--- config.mk ---
export PLATFORM = sky130hd
export DESIGN_NAME = instr_fetch_stage
export DESIGN_NICKNAME = d
export VERILOG_FILES = /design/src/rtl/instr_fetch_stage.sv
export SDC_FILE = /design/constraint.sdc
export NUM_CORES = 1
export LEC_CHECK = 0
export BUFFER_PORTS_ARGS = -buffer_cell sky130_fd_sc_hd__buf_2
export CORE_MARGIN = 2
export CORE_UTILIZATION = 45
export CTS_BUF_LIST = sky130_fd_sc_hd__clkbuf_8
export DETAILED_ROUTE_END_ITERATION = 12
export PLACE_DENSITY = 0.75
export SYNTH_ARGS = -nofsm -noshare
export SYNTH_HDL_FRONTEND = slang
export SYNTH_SLANG_ARGS = --single-unit
--- constraint.sdc ---
create_clock -name clk_i -period 2 [get_ports clk_i]
set_input_delay 0.1 -clock clk_i [delete_from_list [all_inputs] [get_ports clk_i]]
set_output_delay 0.1 -clock clk_i [all_outputs]
set_load 0.005 [all_outputs]
--- src/rtl/instr_fetch_stage.sv ---
// rtl/instr_fetch_stage.sv - PC, imem request handshake and IF/ID register with one-entry skid buffer
// Optional perf counters: define IF_PERF_CNT_EN to add fetch_cnt_o / stall_cnt_o.
module instr_fetch_stage #(
  parameter logic [31:0] RESET_PC  = 32'h0000_0000,
  parameter logic [31:0] NOP_INSTR = 32'h0000_0000
) (
  input  logic        clk_i,
  input  logic        rst_i,
  output logic        imem_req_o,
  output logic [31:0] imem_addr_o,
  input  logic        imem_ack_i,
  input  logic [31:0] imem_data_i,
  input  logic        stall_i,
  input  logic        flush_i,
  input  logic        redirect_i,
  input  logic [31:0] redirect_pc_i,
  output logic [31:0] instr_o,
  output logic [15:0] imm_o,
  output logic [31:0] pc_plus4_o,
  output logic        valid_o
`ifdef IF_PERF_CNT_EN
  ,
  output logic [31:0] fetch_cnt_o,
  output logic [31:0] stall_cnt_o
`endif
);

  typedef enum logic [1:0] {
    BOOT = 2'd0,
    REQ  = 2'd1,
    HOLD = 2'd2
  } state_t;

  state_t      state;
  logic [31:0] pc;
  logic [31:0] pc_plus4;
  logic [31:0] skid_instr;
  logic [31:0] skid_pc4;
  logic        unused_redirect_bits;

  assign pc_plus4             = pc + 32'd4;
  assign imem_addr_o          = pc;
  assign imm_o                = instr_o[15:0];
  assign unused_redirect_bits = ^redirect_pc_i[1:0];

  always_ff @(posedge clk_i) begin
    if (!rst_i) begin
      pc         <= {RESET_PC[31:2], 2'b00};
      instr_o    <= NOP_INSTR;
      pc_plus4_o <= 32'd0;
      valid_o    <= 1'b0;
      skid_instr <= NOP_INSTR;
      skid_pc4   <= 32'd0;
      state      <= BOOT;
      imem_req_o <= 1'b0;
    end else if (redirect_i) begin
      // Redirect discards any in-flight ack and the skid entry; stall is ignored.
      pc         <= {redirect_pc_i[31:2], 2'b00};
      instr_o    <= NOP_INSTR;
      valid_o    <= 1'b0;
      skid_instr <= NOP_INSTR;
      skid_pc4   <= 32'd0;
      state      <= REQ;
      imem_req_o <= 1'b1;
    end else begin
      case (state)
        BOOT: begin
          state      <= REQ;
          imem_req_o <= 1'b1;
        end
        REQ: begin
          if (imem_ack_i && !stall_i) begin
            instr_o    <= imem_data_i;
            pc_plus4_o <= flush_i ? pc_plus4_o : pc_plus4;
            valid_o    <= 1'b1;
            pc         <= pc_plus4;
          end else if (imem_ack_i) begin
            // Decode is stalled: park the returned word until it can accept it.
            skid_instr <= imem_data_i;
            skid_pc4   <= pc_plus4;
            state      <= HOLD;
            imem_req_o <= 1'b0;
          end else if (!stall_i) begin
            instr_o <= NOP_INSTR;
            valid_o <= 1'b0;
          end
        end
        HOLD: begin
          if (!stall_i) begin
            instr_o    <= skid_instr;
            pc_plus4_o <= flush_i ? pc_plus4_o : skid_pc4;
            valid_o    <= 1'b1;
            pc         <= pc_plus4;
            skid_instr <= NOP_INSTR;
            skid_pc4   <= 32'd0;
            state      <= REQ;
            imem_req_o <= 1'b1;
          end
        end
        default: begin
          state      <= BOOT;
          imem_req_o <= 1'b0;
        end
      endcase
      if (flush_i) begin
        instr_o <= NOP_INSTR;
        valid_o <= 1'b0;
      end
    end
  end

`ifdef IF_PERF_CNT_EN
  logic fetch_inc;

  assign fetch_inc = !redirect_i && !flush_i && !stall_i &&
                     (((state == REQ) && imem_ack_i) || (state == HOLD));

  always_ff @(posedge clk_i) begin
    if (!rst_i) begin
      fetch_cnt_o <= 32'd0;
      stall_cnt_o <= 32'd0;
    end else begin
      if (fetch_inc && (fetch_cnt_o != 32'hFFFF_FFFF))
        fetch_cnt_o <= fetch_cnt_o + 32'd1;
      if (stall_i && valid_o && (stall_cnt_o != 32'hFFFF_FFFF))
        stall_cnt_o <= stall_cnt_o + 32'd1;
    end
  end
`endif

endmodule

==> tab_implementation.tex, run 1 <==
\begin{tabular}{lr}
\hline
Metric & Value \\
\hline
\multicolumn{2}{l}{\textbf{Logic synthesis}} \\
\quad Sequential cell area fraction in the yosys report & 0.423 \\
\quad Main flop type after synthesis & dfxtp\_1 \\
\quad Share of the synthesized area in the top cell type & 0.423 \\
\quad Number of warnings issued by yosys & 0 \\
\quad Yosys cell types & 62 \\
\quad Mean cell area of the mapped netlist & a little under 8 µm² \\
\quad Count of state elements after synthesis & about 160 \\
\quad Async S/R FF share, synth & 0 \\
\quad Post-synth top cells & 158 x dfxtp\_1, 155 x nand2\_1, 125 x a21oi\_1, 77 x nand3\_1, 76 x nor2\_1 \\
\quad Most frequent cell after synthesis & dfxtp\_1 \\
\quad Number of enable-type register cells in the synthesized netlist & 0 \\
\quad Ranking of synthesized cells by area & dfxtp\_1 42\%, a21oi\_1 8.4\%, nand2\_1 7.8\% \\
\quad Cell area after technology mapping & 7470 µm² \\
\quad Synth area leader & dfxtp\_1 \\
\quad Synthesized netlist cell count & 953 \\
\multicolumn{2}{l}{\textbf{Placement}} \\
\quad Post-detailed-placement cell area & 8620 µm² \\
\quad Final RePlAce weighted congestion & 0.923 \\
\quad Number of port buffers & 177 \\
\quad DP Wirelength & 14,700 µm \\
\quad Instance count after placement with tap cells included & 1,306 \\
\multicolumn{2}{l}{\textbf{Power and ir drop}} \\
\quad Leakage dissipation & roughly 4 nW \\
\quad Combinational share of power & 0.116 \\
\quad P\_sw & about 1.7 mW \\
\quad Internal power contribution & 5.09 mW \\
\quad Sequential Power Share & 0.484 \\
\quad Worst IR Drop VDD & 0.000370 V \\
\quad Power density normalized to cell area & 689 nW/µm² \\
\quad Total chip power & 6.79 mW \\
\quad Part of the power in the clock network & 0.400 \\
\quad Fraction of power spent switching nets & 0.250 \\
\multicolumn{2}{l}{\textbf{Cells and area}} \\
\quad Sequential cell area & 3170 µm² \\
\quad Number of nets in the layout & 1,245 \\
\quad Area grow syn2layout & 31.9\% \\
\quad Finished layout cell area & 9850 µm² \\
\quad Layout cell share with drive strength beyond 1 & 0.254 \\
\quad Fill cell total of the finished layout & between 1,000 and 1,500 \\
\quad Area taken by multi-input logic gates & 3900 µm² \\
\quad Antenna cells & 0 \\
\quad Final cell count without fillers & 1,407 \\
\multicolumn{2}{l}{\textbf{STA}} \\
\quad Final count of hold timing violations & 0 \\
\quad Worst-case clock skew & approximately 11 ps \\
\quad Number of max-slew violations in the final report & 0 \\
\quad Clock period minus final worst setup slack & 1950 ps \\
\quad Max Clock Freq & just over 500 MHz \\
\quad Total setup violations reported at the end of the flow & 0 \\
\quad Max\_slew headroom & 0.539 \\
\quad RSZ-0062 raised after global routing & true \\
\quad Worst slew pin tran & 691 ps \\
\quad Share of the clock period used by the worst path after layout & 0.977 \\
\multicolumn{2}{l}{\textbf{Drt}} \\
\quad Pre-antenna DRT Iters & 5 \\
\quad Number of antenna-violating nets in the routed design & 0 \\
\quad DRC violation count after routing & 0 \\
\quad 1st-iter DRT viols & 639 \\
\quad WL final & 22,800 µm \\
\quad Detail-routed via count per cell & approximately 5.5 \\
\quad Average wire per standard cell & 16.2 µm \\
\quad Count of vias placed by the detailed router & 7,709 \\
\multicolumn{2}{l}{\textbf{Die}} \\
\quad Floorplan core area & 16,400 µm² \\
\quad Starting density of the core & 0.455 \\
\quad Row count & 47 \\
\quad Die Span X & around 130 µm \\
\quad Die ar. & 17,600 µm² \\
\quad Floorplan die height & 133 µm \\
\quad IO Count & $\sim$180 \\
\multicolumn{2}{l}{\textbf{Setup path}} \\
\quad Worst Path Max Fanout & 7 \\
\quad Required time at the endpoint of the critical path & between 2000 and 2500 ps \\
\quad Data arrival time of the worst path & 2290 ps \\
\quad Worst setup SP type & register \\
\quad Critical path endpoint category & register \\
\quad Crit Path Class & reg -> reg \\
\multicolumn{2}{l}{\textbf{Global routing}} \\
\quad Via count of the first global-routing pass & about 6,900 \\
\quad Antenna violations before repair & 0 \\
\quad GR Util All Layers & 0.250 \\
\quad Pin count of the biggest net entering global routing & 91 \\
\quad Wire length of the first global-routing pass & between 30,000 and 40,000 µm \\
\quad Remaining global-route overflow & 0 \\
\multicolumn{2}{l}{\textbf{CTS}} \\
\quad Clock-pin slew of the registers on the worst-case setup and hold paths & approximately 80 ps \\
\quad Number of buffers created by CTS & 17 \\
\quad Library cell used as clock root buffer & clkbuf\_8 \\
\quad \# H-tree levels & 4 \\
\quad Number of buffers on the longest clock path & 2 \\
\quad Number of sinks handled by clock tree synthesis & 158 \\
\quad Clock tree from TritonCTS & done \\
\quad Source-to-sink clock delay at the later pin of the worst-skew pair & 460 ps \\
\multicolumn{2}{l}{\textbf{Min path}} \\
\quad Worst Hold Class & in -> reg \\
\multicolumn{2}{l}{\textbf{Job}} \\
\quad Number of max-capacitance violations reported & 0 \\
\multicolumn{2}{l}{\textbf{Status}} \\
\quad Status & complete, no violations \\
\hline
\end{tabular}
logic make-up after synthesis:
| kind of cell | after synthesis | share of synthesized area |
|---|---|---|
| adder cells (fa/ha/maj) | 1 | 0.00167 |
| flip-flops | 158 | 0.423 |
| AO/OA/AOI/OAI | 232 | 0.174 |
| XOR/XNOR | 47 | 0.0551 |
| buffers and inverters | 104 | 0.0693 |
| other | 1 | 0.000502 |
| multiplexers | 14 | 0.0188 |
| AND/OR/NAND/NOR | 396 | 0.258 |
cell usage in the layout, fill, tap and decap left out, types with 3 or more instances in the layout:
| master | netlist | routed |
|---|---|---|
| buf_2 | 16 | 176 |
| nand2_1 | 155 | 154 |
| dfxtp_1 | 158 | 153 |
| a21oi_1 | 125 | 125 |
| nand3_1 | 77 | 76 |
| nor2_1 | 76 | 74 |
| dlygate4sd3_1 | 0 | 63 |
| o21ai_0 | 56 | 55 |
| buf_4 | 20 | 51 |
| xnor2_1 | 29 | 26 |
| clkbuf_8 | 2 | 22 |
| nand4_1 | 19 | 19 |
| xor2_1 | 18 | 18 |
| mux2i_1 | 14 | 14 |
| nor3_1 | 13 | 13 |
| o211ai_1 | 12 | 12 |
| a31oi_1 | 9 | 9 |
| a22oi_1 | 7 | 7 |
| o221ai_1 | 7 | 7 |
| and2_1 | 6 | 6 |
| inv_1 | 3 | 5 |
| nor4_1 | 5 | 5 |
| or3_1 | 6 | 5 |
| buf_6 | 1 | 5 |
| nand2b_1 | 5 | 4 |
| and3_1 | 4 | 4 |
| and4_1 | 4 | 4 |
| o31ai_1 | 4 | 4 |
| conb_1 | 1 | 4 |
| bufinv_16 | 0 | 4 |
| dfxtp_2 | 0 | 4 |
| buf_12 | 0 | 4 |
| nor2_4 | 1 | 3 |
| nor4_4 | 1 | 3 |
| xnor2_2 | 0 | 3 |
repair_timing:
| item | 4_1_cts | 5_1_grt |
|---|---|---|
| hold buffers | 63 | 0 |
| resized for setup | 1 | 26 |
| setup endpoints to repair | 3 | 35 |
| buffers inserted | 0 | 5 |
| endpoints found under the hold margin | 62 | 0 |
| gates cloned | 0 | 1 |
| pin swaps | 0 | 12 |
registers in the layout, indices dropped and copies added, names as in the netlist:
signal and count:
state 2, imem_addr_o 30, skid_pc4 30, pc_plus4_o 30
valid_o 1, skid_instr 32, imem_req_o 1, instr_o 32
power groups by stage:
stage	Combinational, mW	Clock (mW)	Sequential [mW]
after floorplan	0.371	0	3.35
after global placement	0.653	0	3.35
after detailed placement	0.662	0	3.35
after CTS	0.761	2.74	3.28
after global routing	0.858	2.87	3.29
final	0.790	2.72	3.28
worst max-delay path, cell delays in order (launching register included):
cell,delay [ps]
dfxtp_1,470
nand4_1,140
or4_4,600
nor4_4,280
xnor2_1,210
o211ai_1,140
cell type report:
type	count	area share
Clock buffer	22	0.0307
Timing Repair Buffer	299	0.206
Inverter	4	0.00152
Tap cell	220	0.0279
Sequential cell	158	0.322
Clock inverter	10	0.0161
Multi-Input combinational cell	694	0.396
stage by stage:
step | setup TNS, ps | hold slack [ps] | util | worst slack [ps]
after CTS | 0 | 31.7 | 0.592 | 28.4
after detailed placement | 0 | 345 | 0.525 | 3.34
after global placement | 0 | 339 | 0.525 | 34.1
after floorplan | 0 | 239 | - | 5.85
final | 0 | 43.5 | 0.601 | 46.4
after global routing | -137 | 53.2 | 0.601 | -38.1
routing by layer:
layer / global-route usage / wire, µm
met3: 0.0479 / 1490
met4: 0.0962 / 606
met1: 0.344 / 10100
met5: 0 / 0
met2: 0.387 / 10600
final timing paths:
kind	end	slack (ps)	from	depth (start not counted)
worst max register to register	pc_plus4_o[28]	50	imem_addr_o[9]	5
worst max-delay path	pc_plus4_o[28]	50	imem_addr_o[9]	5
worst min-delay path	imem_addr_o[29]	40	redirect_pc_i[29]	3
worst min register to register	skid_instr[4]	450	skid_instr[4]	2
(Power assumes the default switching activity.)
==> run 2: changes to the inputs <==
==> constraint.sdc (replaced) <==
create_clock -name clk_i -period 2 [get_ports clk_i]
set_input_delay 0.3 -clock clk_i [delete_from_list [all_inputs] [get_ports clk_i]]
set_output_delay 0.3 -clock clk_i [all_outputs]
set_load 0.005 [all_outputs]
==> run 2 against run 1 <==
Flip-flop and latch count unchanged. Non-clock buffer count shrank 61. Sequential power is essentially flat. Utilization down 4.2 points. Wire length decreased by 7.2%. Global-route usage is 1.6 points lower. Critical path type unchanged. Critical endpoint is now imem_addr_o[31]. Largest cell class unchanged. Highest routed layer unchanged.
==> tab_implementation.tex, run 2 (same netlist as run 1, synthesis figures left out) <==
\begin{tabular}{lr}
\hline
Metric & Value \\
\hline
\multicolumn{2}{l}{\textbf{Status}} \\
\quad Status & complete, no violations \\
\multicolumn{2}{l}{\textbf{Drt}} \\
\quad WL final & 21,200 µm (-7.2\%) \\
\quad Pre-antenna DRT Iters & 5 (unchanged) \\
\quad 1st-iter DRT viols & 650 (+1.7\%) \\
\quad Number of antenna-violating nets in the routed design & 0 (unchanged) \\
\quad Detail-routed via count per cell & 5.37 (-2.0\%) \\
\quad Count of vias placed by the detailed router & 7,224 (-6.3\%) \\
\quad Average wire per standard cell & 15.7 µm (-2.9\%) \\
\quad DRC violation count after routing & 0 (unchanged) \\
\multicolumn{2}{l}{\textbf{Setup path}} \\
\quad Worst path most repeated cell & buf\_4 \\
\quad Required time at the endpoint of the critical path & 2350 ps (+20 ps) \\
\quad Cells along the critical path & buf\_4 > nand4\_1 > nor3\_2 > buf\_4 > nand4\_1 > buf\_4 > nor3b\_1 > nor4\_1 \\
\quad Data arrival time of the worst path & 2260 ps (-30 ps) \\
\quad Crit Path Class & reg -> reg \\
\quad CP max-delay cell & dfxtp\_2 \\
\quad Reg-to-reg startpoint & imem\_addr\_o[13] \\
\quad Setup slack on the worst flop-to-flop path & 80 ps (+40 ps) \\
\quad Critical path endpoint category & register \\
\quad Worst Path Max Fanout & 11 (+4) \\
\quad Worst setup SP type & register \\
\quad Beginning of the critical path & imem\_addr\_o[13] \\
\quad Delay of the slowest critical-path stage & 390 ps (-210 ps) \\
\multicolumn{2}{l}{\textbf{STA}} \\
\quad Max\_slew headroom & 0.458 (-0.0817) \\
\quad Total setup violations reported at the end of the flow & 0 (unchanged) \\
\quad Clock period minus final worst setup slack & 1920 ps (-37.2 ps) \\
\quad Number of max-slew violations in the final report & 0 (unchanged) \\
\quad Setup TNS & 0 ps (unchanged) \\
\quad Share of the clock period used by the worst path after layout & 0.958 (-0.0186) \\
\quad Final count of hold timing violations & 0 (unchanged) \\
\quad Worst-case clock skew & 10.9 ps (-0.193 ps) \\
\quad Max Clock Freq & 522 MHz (+1.9\%) \\
\quad Worst slew pin tran & 811 ps (+120 ps) \\
\multicolumn{2}{l}{\textbf{Cells and area}} \\
\quad Largest registers in the final layout & instr\_o (32), skid\_instr (32) \\
\quad Most frequent cells in the layout & 177 x buf\_2, 156 x dfxtp\_1, 155 x nand2\_1 \\
\quad Most common cell after layout, fill and taps aside & buf\_2 \\
\quad Area grow syn2layout & 22.7\% \\
\quad Antenna cells & 0 (unchanged) \\
\quad Layout cell share with drive strength beyond 1 & 0.268 (+0.0140) \\
\quad Number of nets in the layout & 1,184 (-4.9\%) \\
\quad Finished layout cell area & 9170 µm² (-7.0\%) \\
\multicolumn{2}{l}{\textbf{Global routing}} \\
\quad Antenna violations before repair & 0 (unchanged) \\
\quad Via count of the first global-routing pass & 6,386 (-6.9\%) \\
\quad GR Util All Layers & 0.234 (-0.0159) \\
\quad Wire length of the first global-routing pass & 33,100 µm (-7.1\%) \\
\quad Remaining global-route overflow & 0 (unchanged) \\
\quad Pin count of the biggest net entering global routing & 91 (unchanged) \\
\multicolumn{2}{l}{\textbf{Placement}} \\
\quad Number of port buffers & 177 (unchanged) \\
\quad Final RePlAce weighted congestion & 0.901 (-2.4\%) \\
\quad Post-detailed-placement cell area & 8640 µm² (+0.26\%) \\
\quad DP Wirelength & 14,500 µm (-1.3\%) \\
\multicolumn{2}{l}{\textbf{Min path}} \\
\quad Worst Hold Class & in -> reg \\
\quad Worst min-delay path startpoint & redirect\_pc\_i[6] \\
\multicolumn{2}{l}{\textbf{Power and ir drop}} \\
\quad Leakage dissipation & 3.77 nW (-7.7\%) \\
\quad Worst IR Drop VDD & 0.000395 V (+7.0\%) \\
\quad Power density normalized to cell area & 690 nW/µm² (+0.21\%) \\
\multicolumn{2}{l}{\textbf{Die}} \\
\quad Floorplan die height & 133 µm (unchanged) \\
\quad IO Count & 184 (unchanged) \\
\quad Die Span X & 133 µm (unchanged) \\
\quad Floorplan core area & 16,400 µm² (unchanged) \\
\quad Starting density of the core & 0.455 (unchanged) \\
\quad Die ar. & 17,600 µm² (unchanged) \\
\quad Row count & 47 (unchanged) \\
\multicolumn{2}{l}{\textbf{CTS}} \\
\quad Number of buffers created by CTS & 17 (unchanged) \\
\quad \# H-tree levels & 4 (unchanged) \\
\quad Number of buffers on the longest clock path & 2 (unchanged) \\
\quad Library cell used as clock root buffer & clkbuf\_8 \\
\quad Source-to-sink clock delay at the later pin of the worst-skew pair & 460 ps (about the same) \\
\quad Clock tree from TritonCTS & done \\
\quad Clock-pin slew of the registers on the worst-case setup and hold paths & 80 ps (about the same) \\
\quad Number of sinks handled by clock tree synthesis & 158 (unchanged) \\
\multicolumn{2}{l}{\textbf{Job}} \\
\quad Number of max-capacitance violations reported & 0 (unchanged) \\
\hline
\end{tabular}
[run 2: changes by cell type in the layout (fill, tap and decap cells not counted), sizes merged]
| cell | previous run | this run |
|---|---|---|
| dlygate4sd3 | 63 | 0 |
| bufinv | 4 | 1 |
| inv | 7 | 4 |
| buf | 236 | 238 |
| clkinv | 3 | 5 |
| clkinvlp | 0 | 2 |
| clkbuf | 22 | 23 |
[run 2: path summary, 6_finish.rpt]
| path | end | cells past startpoint |
|---|---|---|
| max | imem_addr_o[31] | 8 |
| min | imem_addr_o[6] | 3 |
| max reg2reg | imem_addr_o[31] | 8 |
| min reg2reg | pc_plus4_o[4] | 2 |
[run 2: where the power goes]
| part | total (mW) | switching (mW) | internal, mW |
|---|---|---|---|
| clock | 2.36 | 1.18 | 1.18 |
| combinational | 0.682 | 0.404 | 0.278 |
| sequential | 3.28 | 0.0721 | 3.21 |
[run 2: per-stage QoR]
stage,setup WS [ps],power (mW),instances,hold WS (ps),util
after floorplan,5.85,3.72,956,418,-
after detailed placement,-39.9,4.02,1309,442,0.527
final,83.6,6.33,1345,80.2,0.559
after CTS,-9.41,6.34,1340,57.4,0.551
after global placement,13.0,4.00,1309,430,0.527
after global routing,-26.4,6.57,1345,82.6,0.559
[run 2: layer usage]
metal  GRT usage  routed length, µm  up-vias  part of all wire
met4      0.0711                407        0             0.019
met3      0.0544               1290       35             0.061
met5           0                  0        -                 0
met2       0.345               9390      230              0.44
li1            -                  -     3589                 -
met1       0.338              10100     3370              0.48
[run 2: what timing repair did]
item,CTS,global route
buffers inserted,0,5
endpoints found under the setup margin,4,33
pin swaps,1,6
hold buffers,0,0
resized for setup,2,14
[run 2: critical path, delay by kind of cell, from the launching register on]
kind / cells / cell delay (ps)
DFF: 1 / 390
buffers and inverters: 3 / 510
and+or+nand+nor: 5 / 910
[run 2: final cells by class]
type	instances	area, µm²
Fill cell	1529	7240
Inverter	4	15.0
Timing Repair Buffer	238	1390
Sequential cell	158	3170
Tap cell	220	275
Clock buffer	23	317
Clock inverter	8	81.3
Multi-Input combinational cell	694	3920
